`config.mk`:
```
export PLATFORM = sky130hd
export DESIGN_NAME = qnigma_tmo_mgr
export DESIGN_NICKNAME = d
export VERILOG_FILES = /design/src/rtl/qnigma_tmo_mgr_pkg.sv /design/src/rtl/qnigma_tmo_mgr_rr_arb.sv /design/src/rtl/qnigma_tmo_mgr.sv
export SDC_FILE = /design/constraint.sdc
export NUM_CORES = 1
export LEC_CHECK = 0
export ABC_CLOCK_PERIOD_IN_PS = 2000
export BUFFER_PORTS_ARGS = -buffer_cell sky130_fd_sc_hd__buf_2
export CAP_MARGIN = 0
export CELL_PAD_IN_SITES_DETAIL_PLACEMENT = 0
export CELL_PAD_IN_SITES_GLOBAL_PLACEMENT = 1
export CORE_MARGIN = 10
export CORE_UTILIZATION = 43
export CTS_BUF_LIST = sky130_fd_sc_hd__clkbuf_4
export DETAILED_ROUTE_END_ITERATION = 16
export PLACE_DENSITY = 0.78
export SLEW_MARGIN = 10
export SYNTH_ARGS = -nofsm -noshare
export SYNTH_HDL_FRONTEND = slang
export SYNTH_SLANG_ARGS = --single-unit
```
`constraint.sdc`:
```
create_clock -name clk -period 2 [get_ports clk]
set_clock_uncertainty 0.1 [all_clocks]
set_input_delay 0.1 -clock clk [delete_from_list [all_inputs] [get_ports clk]]
set_output_delay 0.1 -clock clk [all_outputs]
set_load 0.02 [all_outputs]
```
`src/rtl/qnigma_tmo_mgr_pkg.sv`:
```
// qnigma_tmo_pkg: shared state encodings for the timeout manager
package qnigma_tmo_pkg;
  typedef enum logic [1:0] {IDLE, RUN, PEND} slot_st_e;
  typedef enum logic {EMPTY, FULL} out_st_e;
endpackage

```
`src/rtl/qnigma_tmo_mgr_rr_arb.sv`:
```
// qnigma_rr_arb: round-robin arbiter, search starts at the slot after the last grant
// Ports: clk, rst (async active-low), req[N] requests, adv commits the current grant,
//        gnt[N] one-hot grant, gnt_id grant index, any = some request present
module qnigma_rr_arb #(
  parameter  int N    = 4,
  localparam int ID_W = $clog2(N)
) (
  input  logic            clk,
  input  logic            rst,
  input  logic [N-1:0]    req,
  input  logic            adv,
  output logic [N-1:0]    gnt,
  output logic [ID_W-1:0] gnt_id,
  output logic            any
);
  logic [ID_W-1:0] r_ptr;
  // Scan from farthest to nearest so the first requester after r_ptr wins
  always_comb begin
    any = 1'b0;
    gnt_id = '0;
    for (int k = N - 1; k >= 0; k--) begin
      if (req[(int'(r_ptr) + k) % N]) begin
        any = 1'b1;
        gnt_id = ID_W'((int'(r_ptr) + k) % N);
      end
    end
    gnt = any ? (N'(1) << gnt_id) : '0;
  end
  always_ff @(posedge clk or negedge rst) begin
    if (!rst) r_ptr <= '0;
    else if (adv && any) r_ptr <= (int'(gnt_id) == N - 1) ? '0 : gnt_id + 1'b1;
  end
endmodule

```
`src/rtl/qnigma_tmo_mgr.sv`:
```
// qnigma_tmo_mgr: per-slot tick timeouts with a round-robin queued expiry handshake
// Ports: clk, rst (async active-low), tick strobe, arm/arm_id/arm_val, disarm/disarm_id,
//        exp_vld/exp_id/exp_rdy expiry handshake, active[SLOTS] per-slot running flags
module qnigma_tmo_mgr
  import qnigma_tmo_pkg::*;
#(
  parameter  int SLOTS = 4,
  parameter  int TMO_W = 8,
  localparam int ID_W  = $clog2(SLOTS)
) (
  input  logic             clk,
  input  logic             rst,
  input  logic             tick,
  input  logic             arm,
  input  logic [ID_W-1:0]  arm_id,
  input  logic [TMO_W-1:0] arm_val,
  input  logic             disarm,
  input  logic [ID_W-1:0]  disarm_id,
  output logic             exp_vld,
  output logic [ID_W-1:0]  exp_id,
  input  logic             exp_rdy,
  output logic [SLOTS-1:0] active
);
  logic [SLOTS-1:0] w_req, w_gnt;
  logic [ID_W-1:0]  w_gid, w_id_nx, r_id;
  logic             w_any, w_load;
  out_st_e          r_ost, w_ost_nx;
  qnigma_rr_arb #(.N(SLOTS)) u_arb (
    .clk    (clk),
    .rst    (rst),
    .req    (w_req),
    .adv    (w_load),
    .gnt    (w_gnt),
    .gnt_id (w_gid),
    .any    (w_any)
  );
  for (genvar i = 0; i < SLOTS; i++) begin : g_slot
    slot_st_e         r_st, w_st_nx;
    logic [TMO_W-1:0] r_cnt, w_cnt_nx;
    logic             w_arm, w_dis;
    // Arm beats disarm, load and tick; a loaded expiry is already committed to the output
    always_comb begin
      w_arm = arm && arm_id == ID_W'(i);
      w_dis = disarm && disarm_id == ID_W'(i);
      w_st_nx = r_st;
      w_cnt_nx = r_cnt;
      if (w_arm) begin
        w_st_nx = arm_val == '0 ? PEND : RUN;
        w_cnt_nx = arm_val;
      end else if (w_dis || (w_load && w_gnt[i])) begin
        w_st_nx = IDLE;
        w_cnt_nx = '0;
      end else if (r_st == RUN && tick) begin
        w_st_nx = r_cnt == TMO_W'(1) ? PEND : RUN;
        w_cnt_nx = r_cnt - 1'b1;
      end
    end
    always_ff @(posedge clk or negedge rst) begin
      if (!rst) begin
        r_st <= IDLE;
        r_cnt <= '0;
      end else begin
        r_st <= w_st_nx;
        r_cnt <= w_cnt_nx;
      end
    end
    assign w_req[i] = r_st == PEND;
    assign active[i] = r_st == RUN;
  end
  // Accept and reload on the same edge keeps back-to-back expiries gapless
  always_comb begin
    w_load = (r_ost == EMPTY || exp_rdy) && w_any;
    w_ost_nx = w_load ? FULL : (exp_rdy ? EMPTY : r_ost);
    w_id_nx = w_load ? w_gid : r_id;
  end
  always_ff @(posedge clk or negedge rst) begin
    if (!rst) begin
      r_ost <= EMPTY;
      r_id <= '0;
    end else begin
      r_ost <= w_ost_nx;
      r_id <= w_id_nx;
    end
  end
  assign exp_vld = r_ost == FULL;
  assign exp_id = r_id;
endmodule

```
==> metrics, run 1 <==
Power Dens Cells=1360 nW/um^2; clk_lat worst skew=0.36 ns; worst vdd ir=0.507 mV; critical path arrival=2.18 ns; Yosys top cell by area=dfrtp_1; Startpoint Class=register; Achievable Freq=499 MHz; Avg WL per Cell=18.1 microns; CP bufs+invs=2; first-pass GRT wire length=15.2 mm; HPWL Detailed=6.55 mm; Die Wd=106 microns; Max FO, Critical Path=5; Core Box Area=7210 sq um; row count=31; die height=106 microns; layout cells sized above 1=26.8%; clk sinks=45; DRT antenna net count=0; Worst Setup SP=g_slot[2].r_st[0]; Worst R2R Start=g_slot[2].r_st[0]; Worst path top cell family by delay=simple AND/OR/NAND/NOR gates; Final WS setup=-0.00435 ns; commonest non-fill, non-tap cell in the layout=nand2_1; top cell type's share of synthesized area=35.3%; Storage cell area=1130 sq um; Initial DRT Pass Iterations=4; Syn Nets=384; Via density=5.95; largest net degree at the start of global routing=21; Area contributors post-synth=dfrtp_1 35%, nand2_1 5.4%, a221oi_1 4.4%, ha_1 3.5%, o21ai_0 3.3%; full die area=11,300 sq um; Yosys warning count=0; Seq cells post-synth=45; Syn Inst Count=357; Critical-path top delay cell=dfrtp_1; non-filler cells, final=520; total power=5.34 mW; nets=447; Post-Syn Area per Cell=8.92 sq um; number of global-route vias before repair=2,902; Max-slew headroom=35.3%; post-synthesis sequential area ratio=35.3%; unrepaired setup endpoints after global routing=true; worst-path cell chain=or2b_1 > or3_4 > o211ai_2 > inv_2 > ha_2 > inv_4 > o22ai_4 > o41ai_2; DR vias=3,094; CTS buffer count=5; Detailed Route WL=9.44 mm; htree depth=2; Post-route DRC=0; EDFF count, synth=0; fill count=661; port bufs=24; CTS tree=built; initial antenna violation count=0; DP Cell Count=492; Crit path largest cell delay=0.40 ns; failing checks=negative setup slack; critical path type=reg2reg; initial core utilization=44.2%; number of max-cap violations=0; commonest cells after routing, fill and taps aside=46 x nand2_1, 44 x dfrtp_1, 35 x buf_4; ANT cells=0; Max Buffers Root-to-Sink=2; total grt overflow=0; Tot GR Track Use=16.5%; clock period minus worst slack=2.00 ns; Final Hold Vio Count=0; Root Buffer=clkbuf_4; status=finished with violations; Worst Hold Slack=0.0799 ns; HP Class=in2reg; Clock transition at path regs=0.14 ns; Final Slew Violations=0; Core Util, Final=54.5%; Initial DRC Count=146; Synth Cell Area=3190 sq um; hold_sp=arm_val[7]; Multi-input gate area=2040 sq um; Netlist cell types=65; Tcrit/Tclk final=100%; Worst Path Required=2.18 ns; Routability Congestion=0.893; num ports=25; CP endpoint kind=register; area growth from synthesis to final layout=23.4%; Pleak=1.64 nW; Final setup viols=2; Worst Tran Pin Value=0.968 ns; Post-synth top flop=dfrtp_1; FFs w/ async S/R, synth=100%
area by class of cell:
type                       instances  area share [%]
clock buffer                       5           0.955
clock inverter                     3           0.318
tap                               99            3.15
sequential                        45            28.7
multi-input combinational        281            51.9
inverter                          15            1.50
timing repair buffer              72            13.5
per-layer routing:
metal | track usage [%] | up-vias | part of all wire, %
met1 | 22.0 | 1481 | 46
met5 | 0 | - | 0
met3 | 3.02 | 23 | 5.2
met4 | 5.32 | 0 | 2.4
met2 | 26.2 | 111 | 47
li1 | - | 1479 | -
cells in the mapped netlist (3+ instances only):
cell      count
a21boi_1      3
a21oi_1       6
a221oi_1     16
a31oi_1      15
a41oi_1       3
and2_1       11
and2b_1       3
and3b_1       4
buf_2         5
clkbuf_1      8
dfrtp_1      45
ha_1          9
inv_1        13
nand2_1      46
nand2b_1      4
nand3_1       7
nand3b_1      3
nor2_1       19
nor2b_1       6
nor3_1       17
nor3b_1       3
nor4_1        3
o21ai_0      21
o31ai_1      14
o32a_1        8
or3_1         4
xnor2_1       8
xor2_1        4
repair_timing:
item / CTS / global route
setup endpoints to repair: 19 / 33
pin swaps: 2 / 22
hold buffers: 9 / 0
gates cloned: 0 / 1
resized for setup: 7 / 31
hold endpoints to repair: 38 / 0
buffers inserted: 6 / 5
worst min-delay path: stages:
cell	delay [ns]
buf_2	0.12
buf_4	0.17
nand2_1	0.07
o31ai_1	0.06
sequential cells by signal, indices dropped and copies added, names as in the netlist:
register / cells
exp_id: 2
g_slot.r_cnt: 32
g_slot.r_st: 8
u_arb.r_ptr: 2
exp_vld: 1
report_power, final:
group | switching, mW | internal, mW | total (mW)
Sequential | 0.380 | 1.29 | 1.67
Clock | 0.308 | 0.128 | 0.436
Combinational | 1.73 | 1.50 | 3.23
cell families (layout without fill, tap and decap cells):
group | count (synthesis) | in the layout | share of synthesized area (%)
xor+xnor | 12 | 12 | 3.30
simple gates | 147 | 147 | 25.4
fa+ha+maj | 9 | 9 | 3.54
buf+inv | 32 | 95 | 5.07
flops | 45 | 45 | 35.3
compound gates | 112 | 113 | 27.4
through the flow:
step           setup slack (ns)  cell area (sq um)   TNS, ns
6_report               -0.00435               3930  -0.00696
5_1_grt                 -0.0638               3930    -0.485
4_1_cts                -0.00912               3750  -0.00912
3_5_place_dp            -0.0134               3540   -0.0180
3_3_place_gp             0.0181               3540         0
2_1_floorplan           -0.0313               3190   -0.0313
worst paths after layout:
check	cells after the start	slack, ns	endpoint
setup / recovery	8	-0.004	g_slot[3].r_st[0]
hold / removal	4	0.08	g_slot[3].r_cnt[7]
setup reg to reg	8	-0.004	g_slot[3].r_st[0]
hold reg to reg	2	0.39	exp_id[1]
max in group asynchronous	3	1.06	g_slot[1].r_cnt[0]
min in group asynchronous	2	0.13	g_slot[1].r_cnt[6]
Note: power is estimated with default switching activity, not from simulation.
==> run 2: changes to the inputs <==
Settings changed: CORE_MARGIN 10 to default, CORE_UTILIZATION 43 to 42, CTS_BUF_LIST sky130_fd_sc_hd__clkbuf_4 to sky130_fd_sc_hd__clkbuf_4 sky130_fd_sc_hd__clkbuf_8 sky130_fd_sc_hd__clkbuf_16, PLACE_DENSITY 0.78 to 0.76.
==> run 2 against run 1 <==
Against the previous run:
- clock-buffer cell count increased by 1
- non-clock buffer count is 5 lower
- power up 5.4%
- utilization fell by 1.1 points
- worst hold slack got worse by 0.049 ns
- final area fell by 1.0%
- clock power is 41% higher
- critical path type unchanged
- die area decreased by 29%
- the run still ends with negative setup slack left
- global-route usage is 8.3 points higher
==> metrics, run 2 (synthesis gave the netlist of run 1 again) <==
CP endpoint kind=register; initial core utilization=43.7% (-0.47 points); Max-slew headroom=59.1% (+24 points); Pleak=1.64 nW (about the same); HP Class=in2reg; number of max-cap violations=0 (unchanged); Clock transition at path regs=0.09 ns (-0.05 ns); commonest cells after routing, fill and taps aside=46 x nand2_1, 44 x dfrtp_1, 37 x buf_4; max FFs per register=32 (unchanged); CTS tree=built; die height=89.1 microns (-16%); Core Util, Final=53.4% (-1.1 points); worst vdd ir=0.539 mV (+6.5%); htree depth=2 (unchanged); Final setup viols=7 (+5); pre-CTS WS=-0.0214 ns (-0.00808 ns); commonest non-fill, non-tap cell in the layout=nand2_1; CTS buffer count=5 (unchanged); met2 Use GR=38.2% (+12 points); HPWL Detailed=6.17 mm (-5.7%); DR vias=3,092 (-0.065%); Design Area, Final=3890 sq um (-1.0%); Tot GR Track Use=24.7% (+8.3 points); Initial DRC Count=177 (+21%); Post-Place Cell Area=3550 sq um (+0.35%); full die area=7940 sq um (-29%); Die Wd=89.1 microns (-16%); Avg WL per Cell=17.9 microns (-1.1%); met1 Use GR=35.7% (+14 points); layout cells sized above 1=26.6% (-0.22 points); clk_lat worst skew=0.30 ns (-0.06 ns); first-pass GRT wire length=14.7 mm (-2.8%); Core Box Area=7290 sq um (+1.1%); Achievable Freq=490 MHz (-1.8%); Multi-input gate area=1990 sq um (-2.6%); fill count=718 (+8.6%); port bufs=24 (unchanged); area growth from synthesis to final layout=22.2%; setup TNS=-0.141 ns (-0.134 ns); Power Dens Cells=1450 nW/um^2 (+6.5%); Storage cell area=1130 sq um (unchanged); Detailed Route WL=9.26 mm (-1.9%); GR peak layer=met2; Final Slew Violations=0 (unchanged); nets=443 (-0.89%); GR met3 Demand/Resource=3.69% (+0.67 points); total grt overflow=0 (unchanged); number of global-route vias before repair=2,852 (-1.7%); clock period minus worst slack=2.04 ns (+0.0358 ns); failing checks=negative setup slack; initial antenna violation count=0 (unchanged); clk sinks=45 (unchanged); DRT antenna net count=0 (unchanged); Worst Tran Pin Value=0.610 ns (-0.358 ns); Final WS setup=-0.0401 ns (-0.0358 ns); Routability Congestion=0.884 (-0.97%); num ports=25 (unchanged); total power=5.63 mW (+5.4%); status=finished with violations; Final Hold Vio Count=0 (unchanged); largest net degree at the start of global routing=46 (+120%); critical path type=reg2reg; Largest Register=g_slot.r_cnt; critical path arrival=2.17 ns (about the same); Max FO, Critical Path=9 (+4); row count=31 (unchanged); Worst Path Required=2.13 ns (-0.05 ns); Post-route DRC=0 (unchanged); Regs by FF count=g_slot.r_cnt (32), g_slot.r_st (8); Max Buffers Root-to-Sink=2 (unchanged); Tcrit/Tclk final=102% (+1.8 points); unrepaired setup endpoints after global routing=true; ANT cells=0 (unchanged); Startpoint Class=register; Root Buffer=clkbuf_8; Register-to-Register Setup Slack=-0.04 ns (-0.04 ns); Via density=5.99 (+0.71%); Initial DRT Pass Iterations=5 (+1)
[run 2: per-stage QoR]
step / hold slack, ns / instances
floorplan: -0.296 / 357
global placement: 0.131 / 492
detailed placement: 0.137 / 492
CTS: 0.0188 / 505
global route: 0.0339 / 516
finish: 0.0306 / 516
[run 2: area by class of cell]
type	count	share of cell area, %
Clock buffer	6	2.12
Clock inverter	2	0.354
Inverter	15	1.51
Multi-Input combinational cell	282	51.1
Sequential cell	45	29.0
Tap cell	99	3.18
Timing Repair Buffer	67	12.7
[run 2: final timing paths]
check | to | from | cells after the start
max | g_slot[1].r_st[0] | g_slot[1].r_st[0] | 7
min | g_slot[1].r_cnt[2] | arm_val[2] | 3
max reg2reg | g_slot[1].r_st[0] | g_slot[1].r_st[0] | 7
min reg2reg | exp_id[1] | exp_id[1] | 2
max in group asynchronous | u_arb.r_ptr[1] | rst | 3
min in group asynchronous | g_slot[3].r_cnt[7] | rst | 3
[run 2: per-layer routing]
layer / wire length (microns) / vias up
met1: 4400 / 1496
met5: 0 / -
met3: 472 / 17
met4: 224 / 0
li1: - / 1465
met2: 4160 / 114
[run 2: power breakdown]
group          internal, mW  total, mW  switching [mW]
Sequential             1.30       1.68           0.379
Combinational          1.60       3.34            1.74
Clock                 0.281      0.613           0.332
[run 2: worst max-delay path, cell delays in order, from the launching register on]
cell,delay (ns)
dfrtp_1,0.39
and2b_4,0.28
a21boi_4,0.18
o211ai_2,0.12
buf_4,0.17
buf_12,0.14
o31ai_4,0.36
a2bb2oi_1,0.21
[run 2: repair_timing]
item / CTS / global route
hold endpoints to repair: 45 / 0
cloned: 1 / 2
hold buffers: 1 / 0
pin swaps: 1 / 15
endpoints found under the setup margin: 22 / 34
resized for setup: 6 / 26
buffers inserted: 3 / 9
